## src/rtl/mem_arb_pkg.sv

```systemverilog
// Shared definitions for the fetch/data memory port arbiter: FSM state
// encodings, bus owner constants, default widths and counter sizing.
package mem_arb_pkg;

    typedef enum logic [1:0] {
        IDLE  = 2'd0,
        BUS_I = 2'd1,
        BUS_D = 2'd2,
        RESP  = 2'd3
    } arb_state_e;

    localparam logic OWN_I = 1'b0;
    localparam logic OWN_D = 1'b1;

    localparam int DEF_AW = 32;
    localparam int DEF_DW = 32;

    // Wait counter width; a disabled timeout (0) still gets a 1-bit counter.
    function automatic int cnt_width(input int timeout);
        return (timeout == 0) ? 1 : $clog2(timeout + 1);
    endfunction

endpackage

```

## src/rtl/mem_port_arbiter_if.sv

```systemverilog
// Bundles the core-side fetch/data ports and the memory-side bus of the
// arbiter. The arbiter uses the slave view; the environment uses master.
interface mem_port_arbiter_if
    import mem_arb_pkg::*;
#(
    parameter int AW = DEF_AW,
    parameter int DW = DEF_DW
);
    localparam int BW = DW / 8;

    logic          if_req;
    logic [AW-1:0] if_addr;
    logic          if_ack;
    logic [DW-1:0] if_rdata;

    logic          d_req;
    logic          d_we;
    logic [BW-1:0] d_be;
    logic [AW-1:0] d_addr;
    logic [DW-1:0] d_wdata;
    logic          d_ack;
    logic [DW-1:0] d_rdata;

    logic          mem_req;
    logic          mem_we;
    logic [BW-1:0] mem_be;
    logic [AW-1:0] mem_addr;
    logic [DW-1:0] mem_wdata;
    logic          mem_ready;
    logic [DW-1:0] mem_rdata;

    logic          bus_err;

    modport slave (
        input  if_req, if_addr, d_req, d_we, d_be, d_addr, d_wdata,
               mem_ready, mem_rdata,
        output if_ack, if_rdata, d_ack, d_rdata,
               mem_req, mem_we, mem_be, mem_addr, mem_wdata, bus_err
    );

    modport master (
        output if_req, if_addr, d_req, d_we, d_be, d_addr, d_wdata,
               mem_ready, mem_rdata,
        input  if_ack, if_rdata, d_ack, d_rdata,
               mem_req, mem_we, mem_be, mem_addr, mem_wdata, bus_err
    );

endinterface

```

## src/rtl/rr_pick2.sv

```systemverilog
// Two-way round-robin picker: a lone requester wins outright; under
// contention the port that did not own the bus last time wins.
module rr_pick2
    import mem_arb_pkg::*;
(
    input  logic req_i,
    input  logic req_d,
    input  logic last_owner,
    output logic grant_i,
    output logic grant_d
);

    // Grant decision, at most one grant asserted.
    always_comb begin
        grant_i = 1'b0;
        grant_d = 1'b0;
        if (req_i && req_d) begin
            if (last_owner == OWN_I) grant_d = 1'b1;
            else                     grant_i = 1'b1;
        end else if (req_i) begin
            grant_i = 1'b1;
        end else if (req_d) begin
            grant_d = 1'b1;
        end
    end

endmodule

```

## src/rtl/mem_port_arbiter.sv

```systemverilog
// Shares a single-port memory bus between the core's instruction-fetch and
// data ports. One transfer at a time, round-robin under contention, with an
// optional wait timeout that completes the transfer with bus_err.
module mem_port_arbiter
    import mem_arb_pkg::*;
#(
    parameter int AW      = DEF_AW,
    parameter int DW      = DEF_DW,
    parameter int TIMEOUT = 255
)
(
    input  logic               clk,
    input  logic               rst,
    mem_port_arbiter_if.slave  bus
);

    localparam int BW = DW / 8;
    localparam int CW = cnt_width(TIMEOUT);
    // Last counter value before abort: the bus is held for exactly TIMEOUT cycles.
    localparam logic [CW-1:0] CNT_LAST = (TIMEOUT == 0) ? '0 : CW'(TIMEOUT - 1);

    arb_state_e    state_q, state_d;
    logic          last_owner_q, last_owner_d;
    logic [CW-1:0] cnt_q, cnt_d;
    logic          mem_req_q, mem_req_d;
    logic          mem_we_q, mem_we_d;
    logic [BW-1:0] mem_be_q, mem_be_d;
    logic [AW-1:0] mem_addr_q, mem_addr_d;
    logic [DW-1:0] mem_wdata_q, mem_wdata_d;
    logic          if_ack_q, if_ack_d;
    logic          d_ack_q, d_ack_d;
    logic [DW-1:0] if_rdata_q, if_rdata_d;
    logic [DW-1:0] d_rdata_q, d_rdata_d;
    logic          bus_err_q, bus_err_d;
    logic          grant_i, grant_d;
    logic          timed_out;

    rr_pick2 u_pick (
        .req_i      (bus.if_req),
        .req_d      (bus.d_req),
        .last_owner (last_owner_q),
        .grant_i    (grant_i),
        .grant_d    (grant_d)
    );

    assign timed_out = (TIMEOUT != 0) && (cnt_q == CNT_LAST);

    // Next-state and next-output logic; every register holds unless changed.
    always_comb begin
        state_d      = state_q;
        last_owner_d = last_owner_q;
        cnt_d        = cnt_q;
        mem_req_d    = mem_req_q;
        mem_we_d     = mem_we_q;
        mem_be_d     = mem_be_q;
        mem_addr_d   = mem_addr_q;
        mem_wdata_d  = mem_wdata_q;
        if_ack_d     = 1'b0;
        d_ack_d      = 1'b0;
        bus_err_d    = 1'b0;
        if_rdata_d   = if_rdata_q;
        d_rdata_d    = d_rdata_q;
        unique case (state_q)
            IDLE: begin
                if (grant_i) begin
                    state_d      = BUS_I;
                    last_owner_d = OWN_I;
                    cnt_d        = '0;
                    mem_req_d    = 1'b1;
                    mem_we_d     = 1'b0;
                    mem_be_d     = '1;
                    mem_addr_d   = bus.if_addr;
                end else if (grant_d) begin
                    state_d      = BUS_D;
                    last_owner_d = OWN_D;
                    cnt_d        = '0;
                    mem_req_d    = 1'b1;
                    mem_we_d     = bus.d_we;
                    mem_be_d     = bus.d_be;
                    mem_addr_d   = bus.d_addr;
                    mem_wdata_d  = bus.d_wdata;
                end
            end
            BUS_I, BUS_D: begin
                if (bus.mem_ready || timed_out) begin
                    // A timed-out transfer returns zero data and flags bus_err.
                    state_d   = RESP;
                    mem_req_d = 1'b0;
                    bus_err_d = !bus.mem_ready;
                    if (state_q == BUS_I) begin
                        if_ack_d   = 1'b1;
                        if_rdata_d = bus.mem_ready ? bus.mem_rdata : '0;
                    end else begin
                        d_ack_d    = 1'b1;
                        d_rdata_d  = bus.mem_ready ? bus.mem_rdata : '0;
                    end
                end else if (cnt_q != {CW{1'b1}}) begin
                    cnt_d = cnt_q + CW'(1);
                end
            end
            RESP: begin
                state_d = IDLE;
            end
            default: begin
                state_d = IDLE;
            end
        endcase
    end

    // State and output registers with synchronous active-low reset.
    always_ff @(posedge clk) begin
        if (!rst) begin
            state_q      <= IDLE;
            last_owner_q <= OWN_I;
            cnt_q        <= '0;
            mem_req_q    <= 1'b0;
            mem_we_q     <= 1'b0;
            mem_be_q     <= '0;
            mem_addr_q   <= '0;
            mem_wdata_q  <= '0;
            if_ack_q     <= 1'b0;
            d_ack_q      <= 1'b0;
            if_rdata_q   <= '0;
            d_rdata_q    <= '0;
            bus_err_q    <= 1'b0;
        end else begin
            state_q      <= state_d;
            last_owner_q <= last_owner_d;
            cnt_q        <= cnt_d;
            mem_req_q    <= mem_req_d;
            mem_we_q     <= mem_we_d;
            mem_be_q     <= mem_be_d;
            mem_addr_q   <= mem_addr_d;
            mem_wdata_q  <= mem_wdata_d;
            if_ack_q     <= if_ack_d;
            d_ack_q      <= d_ack_d;
            if_rdata_q   <= if_rdata_d;
            d_rdata_q    <= d_rdata_d;
            bus_err_q    <= bus_err_d;
        end
    end

    assign bus.mem_req   = mem_req_q;
    assign bus.mem_we    = mem_we_q;
    assign bus.mem_be    = mem_be_q;
    assign bus.mem_addr  = mem_addr_q;
    assign bus.mem_wdata = mem_wdata_q;
    assign bus.if_ack    = if_ack_q;
    assign bus.d_ack     = d_ack_q;
    assign bus.if_rdata  = if_rdata_q;
    assign bus.d_rdata   = d_rdata_q;
    assign bus.bus_err   = bus_err_q;

endmodule
```

## src/flat_wrapper.sv

```systemverilog
// flat-port wrapper written by rule: the top's interface ports become plain ports
module mem_port_arbiter_flat import mem_arb_pkg::*;
#(
    parameter int AW      = DEF_AW,
    parameter int DW      = DEF_DW,
    parameter int TIMEOUT = 255
)
  (clk, rst, bus_if_req, bus_if_addr, bus_d_req, bus_d_we, bus_d_be, bus_d_addr, bus_d_wdata, bus_mem_ready, bus_mem_rdata, bus_if_ack, bus_if_rdata, bus_d_ack, bus_d_rdata, bus_mem_req, bus_mem_we, bus_mem_be, bus_mem_addr, bus_mem_wdata, bus_bus_err);
  mem_port_arbiter_if #(.AW(AW), .DW(DW)) bus_i ();
  input  logic clk;
  input  logic rst;
  input wire logic [$bits(bus_i.if_req)-1:0] bus_if_req;
  input wire logic [$bits(bus_i.if_addr)-1:0] bus_if_addr;
  input wire logic [$bits(bus_i.d_req)-1:0] bus_d_req;
  input wire logic [$bits(bus_i.d_we)-1:0] bus_d_we;
  input wire logic [$bits(bus_i.d_be)-1:0] bus_d_be;
  input wire logic [$bits(bus_i.d_addr)-1:0] bus_d_addr;
  input wire logic [$bits(bus_i.d_wdata)-1:0] bus_d_wdata;
  input wire logic [$bits(bus_i.mem_ready)-1:0] bus_mem_ready;
  input wire logic [$bits(bus_i.mem_rdata)-1:0] bus_mem_rdata;
  output wire logic [$bits(bus_i.if_ack)-1:0] bus_if_ack;
  output wire logic [$bits(bus_i.if_rdata)-1:0] bus_if_rdata;
  output wire logic [$bits(bus_i.d_ack)-1:0] bus_d_ack;
  output wire logic [$bits(bus_i.d_rdata)-1:0] bus_d_rdata;
  output wire logic [$bits(bus_i.mem_req)-1:0] bus_mem_req;
  output wire logic [$bits(bus_i.mem_we)-1:0] bus_mem_we;
  output wire logic [$bits(bus_i.mem_be)-1:0] bus_mem_be;
  output wire logic [$bits(bus_i.mem_addr)-1:0] bus_mem_addr;
  output wire logic [$bits(bus_i.mem_wdata)-1:0] bus_mem_wdata;
  output wire logic [$bits(bus_i.bus_err)-1:0] bus_bus_err;
  assign bus_i.if_req = bus_if_req;
  assign bus_i.if_addr = bus_if_addr;
  assign bus_i.d_req = bus_d_req;
  assign bus_i.d_we = bus_d_we;
  assign bus_i.d_be = bus_d_be;
  assign bus_i.d_addr = bus_d_addr;
  assign bus_i.d_wdata = bus_d_wdata;
  assign bus_i.mem_ready = bus_mem_ready;
  assign bus_i.mem_rdata = bus_mem_rdata;
  assign bus_if_ack = bus_i.if_ack;
  assign bus_if_rdata = bus_i.if_rdata;
  assign bus_d_ack = bus_i.d_ack;
  assign bus_d_rdata = bus_i.d_rdata;
  assign bus_mem_req = bus_i.mem_req;
  assign bus_mem_we = bus_i.mem_we;
  assign bus_mem_be = bus_i.mem_be;
  assign bus_mem_addr = bus_i.mem_addr;
  assign bus_mem_wdata = bus_i.mem_wdata;
  assign bus_bus_err = bus_i.bus_err;
  mem_port_arbiter #(.AW(AW), .DW(DW), .TIMEOUT(TIMEOUT)) u_core (.clk(clk), .rst(rst), .bus(bus_i));
endmodule
```

## config.mk

```make
export PLATFORM = sky130hd
export DESIGN_NAME = mem_port_arbiter_flat
export DESIGN_NICKNAME = d
export VERILOG_FILES = /design/src/rtl/mem_arb_pkg.sv /design/src/rtl/mem_port_arbiter_if.sv /design/src/rtl/rr_pick2.sv /design/src/rtl/mem_port_arbiter.sv /design/src/flat_wrapper.sv
export SDC_FILE = /design/constraint.sdc
export NUM_CORES = 1
export LEC_CHECK = 0
export ABC_AREA = 1
export BUFFER_PORTS_ARGS = -buffer_cell sky130_fd_sc_hd__buf_2
export CORE_ASPECT_RATIO = 0.6
export CORE_MARGIN = 8
export CORE_UTILIZATION = 50
export CTS_CLUSTER_DIAMETER = 40
export DETAILED_ROUTE_END_ITERATION = 8
export PLACE_DENSITY = 0.85
export SLEW_MARGIN = 30
export SYNTH_ARGS = -nofsm -noshare
export SYNTH_HDL_FRONTEND = slang
export SYNTH_SLANG_ARGS = --single-unit
```

## constraint.sdc

```tcl
create_clock -name clk -period 3.4 [get_ports clk]
set_clock_uncertainty 0.2 [all_clocks]
set_input_delay 0.68 -clock clk [delete_from_list [all_inputs] [get_ports clk]]
set_output_delay 0.68 -clock clk [all_outputs]
set_load 0.01 [all_outputs]
```

==> impl_metrics.yaml <==
hold_path:
  hold_class: "reg -> reg"
grt:
  first_global_vias: 5945
  grt_pass1_wl_um: 30000
  grt-ovfl-total: 0
  grt_max_degree: 69
  grt_antenna_before_repair: 0
  grt.total_usage_pct: 23.4
die:
  die_area_um2: 15700
  initial_core_util_pct: 51.9
  floorplan.die.height_um: 100
  coreArea_um2: 11400
  std_cell_rows: 30
  ios: 275
  dieWidth_um: 157
critical_path:
  critPathMostFrequentCell: "inv_1"
  critical_path.max_fanout: 68
  critPathLaunchType: "register"
  worst_ep_arrival_time_ns: 2.16
  crit_chain: "inv_1 > ha_1 > o21ai_2 > inv_2 > buf_4 > nand3_1 > o211ai_1 > inv_1"
  slowest_delay_ns: 0.52
  path_class: "reg -> reg"
  worstPathRequired_ns: 3.49
  cp.buffers_inverters: 4
  slowest_stage: "buf_4"
  critPathCaptureType: "register"
  cp_top_family: "buffers and inverters"
power_and_ir_drop:
  power.internal_mw: 3.95
  p_leak_nw: 3.98
  ir_worst_vdd_mv: 0.433
  swShare_pct: 36.5
  p_per_area_nw_per_um2: 784
  p_seq_share_pct: 37.6
  p_sw_mw: 2.27
  pwr-share-comb_pct: 32.6
  power_frac_clock_pct: 29.8
clock_tree:
  htree_num_levels: 4
  cts_root_buf: "clkbuf_16"
  cts_num_sinks: 148
  cts_tree: "yes"
  cts_inserted_buffers: 17
  clock_latency_ns: 0.40
  cts_hold_buf: 0
  clockBufferDepth: 2
  clk_pin_slew_ns: 0.06
  post_cts_resized: 0
  postCtsSetupBuffers: 0
drt:
  drc: 0
  finalWirelength_um: 18800
  drtIter0Drc: 542
  antenna_left: 0
  vias: 6160
  viasPerCell: 5.10
  drt-wirelength-per-cell_um: 15.6
  drtPass1Iterations: 6
synth:
  yosysSeqAreaShare_pct: 49.9
  syn_nets: 933
  yosys_warnings: 0
  yosysTopAreaCell: "dfxtp_1"
  synth_cell_type_count: 27
  synth_seq_cells: 148
  synth_area_per_cell_um2: 7.55
  yosysTopAreaCellShare_pct: 49.9
  synthesis.area_um2: 5940
  synth_area_leaders: "dfxtp_1 (50%), nand2_1 (11%), nand3_1 (8.4%)"
  syn-instance-count: 787
timing:
  worst_pin_slew_ns: 0.647
  slew_headroom_pct: 56.9
  slew_violations: 0
  finalCritPeriodShare_pct: 60.8
  setup_viol: 0
  min_period_ns: 2.07
  rsz0062_at_grt: "no"
  hold_viol: 0
  max_freq_ghz: 0.484
  setup_tns_ns: 0
  hold_ws_ns: 0.258
placement:
  place_congestion: 0.908
  dp_hpwl_um: 13400
  io_buffers: 274
final_layout:
  antenna-diode-count: 0
  most-common-layout-cells: "buf_2 (274), nand2_1 (169), dfxtp_1 (148)"
  num-fill-cells: 959
  nets: 1180
  syn2layout_area_growth_pct: 33.4
  drive_gt1_share_pct: 31.3
  mostFrequentLayoutCell: "buf_2"
job:
  drv.max_cap_violation_count: 0
outcome:
  outcome: "finished, final reports clean"
[cells by family after synthesis]
group / after synthesis / share of synthesized area, %
flip-flops: 148 / 49.9
buffers and inverters: 118 / 8.23
adder cells (fa/ha/maj): 8 / 1.68
AO/OA/AOI/OAI: 150 / 14.8
AND/OR/NAND/NOR: 363 / 25.5
[final cells by class]
cell class / count / area, um2 / share of cell area (%)
sequential: 148 / 2960 / 37.4
multi-input combinational: 521 / 2490 / 31.4
timing repair buffer: 284 / 1460 / 18.4
clock buffer: 19 / 433 / 5.46
inverter: 62 / 234 / 2.95
tap: 160 / 200 / 2.52
clock inverter: 13 / 150 / 1.89
[flip-flops by register name, summed over array words and instances (netlist names)]
| name | cells |
|---|---|
| u_core.bus.bus_err | 1 |
| u_core.bus.d_ack | 1 |
| u_core.bus.d_rdata | 32 |
| u_core.bus.if_ack | 1 |
| u_core.bus.if_rdata | 32 |
| u_core.bus.mem_addr | 32 |
| u_core.bus.mem_be | 4 |
| u_core.bus.mem_req | 1 |
| u_core.bus.mem_wdata | 32 |
| u_core.bus.mem_we | 1 |
| u_core.cnt_q | 8 |
| u_core.last_owner_q | 1 |
| u_core.state_q | 2 |
[cells in the mapped netlist (all sizes together)]
library cell and instances:
clkbuf 36, ha 8, nor2 86, buf 20
o221a 4, a21oi 71, a21o 1, nand3 101
dfxtp 148, nand4 4, or2 1, o21ai 40
o21bai 1, nand2 170, clkinv 1, inv 61
nor3b 1, o211ai 33
[worst paths after layout]
check	endpoint	cells after the start	start	slack [ns]
max	u_core.bus.mem_addr[13]	8	u_core.state_q[0]	1.33
min	u_core.bus.if_rdata[12]	2	u_core.bus.if_rdata[12]	0.26
max reg2reg	u_core.bus.mem_addr[13]	8	u_core.state_q[0]	1.33
min reg2reg	u_core.bus.if_rdata[12]	2	u_core.bus.if_rdata[12]	0.26
[worst register-to-register path: stages (launching register included)]
cell and delay, ns:
dfxtp_1 0.35, inv_1 0.13, ha_1 0.22, o21ai_2 0.10, inv_2 0.06, buf_4 0.52
nand3_1 0.20, o211ai_1 0.12, inv_1 0.06
[per-layer routing]
| metal | vias to the layer above | GRT usage, % | wire (um) |
|---|---|---|---|
| li1 | 3075 | - | - |
| met1 | 2766 | 28.8 | 7790 |
| met2 | 288 | 37.9 | 8850 |
| met3 | 31 | 7.41 | 1740 |
| met4 | 0 | 8.67 | 389 |
| met5 | - | 0 | 0 |
[power by group through the flow]
stage	combinational (mW)	clock, mW	sequential [mW]
detailed placement	2.03	0	2.36
finish	2.03	1.85	2.34
global placement	1.97	0	2.35
global route	2.27	1.97	2.38
CTS	2.04	1.88	2.33
floorplan	1.16	0	2.51
[stage by stage]
stage                     cells  instance area, um2  utilization, %  power (mW)  setup WS, ns
after detailed placement   1175                7350            64.2        4.38          1.25
after floorplan             787                5940               -        3.67          1.61
after CTS                  1207                7930            69.3        6.25          1.33
after global routing       1207                7930            69.3        6.62          1.14
final                      1207                7930            69.3        6.22          1.33
after global placement     1175                7350            64.2        4.32          1.30
Note: power is estimated with default switching activity, not from simulation.
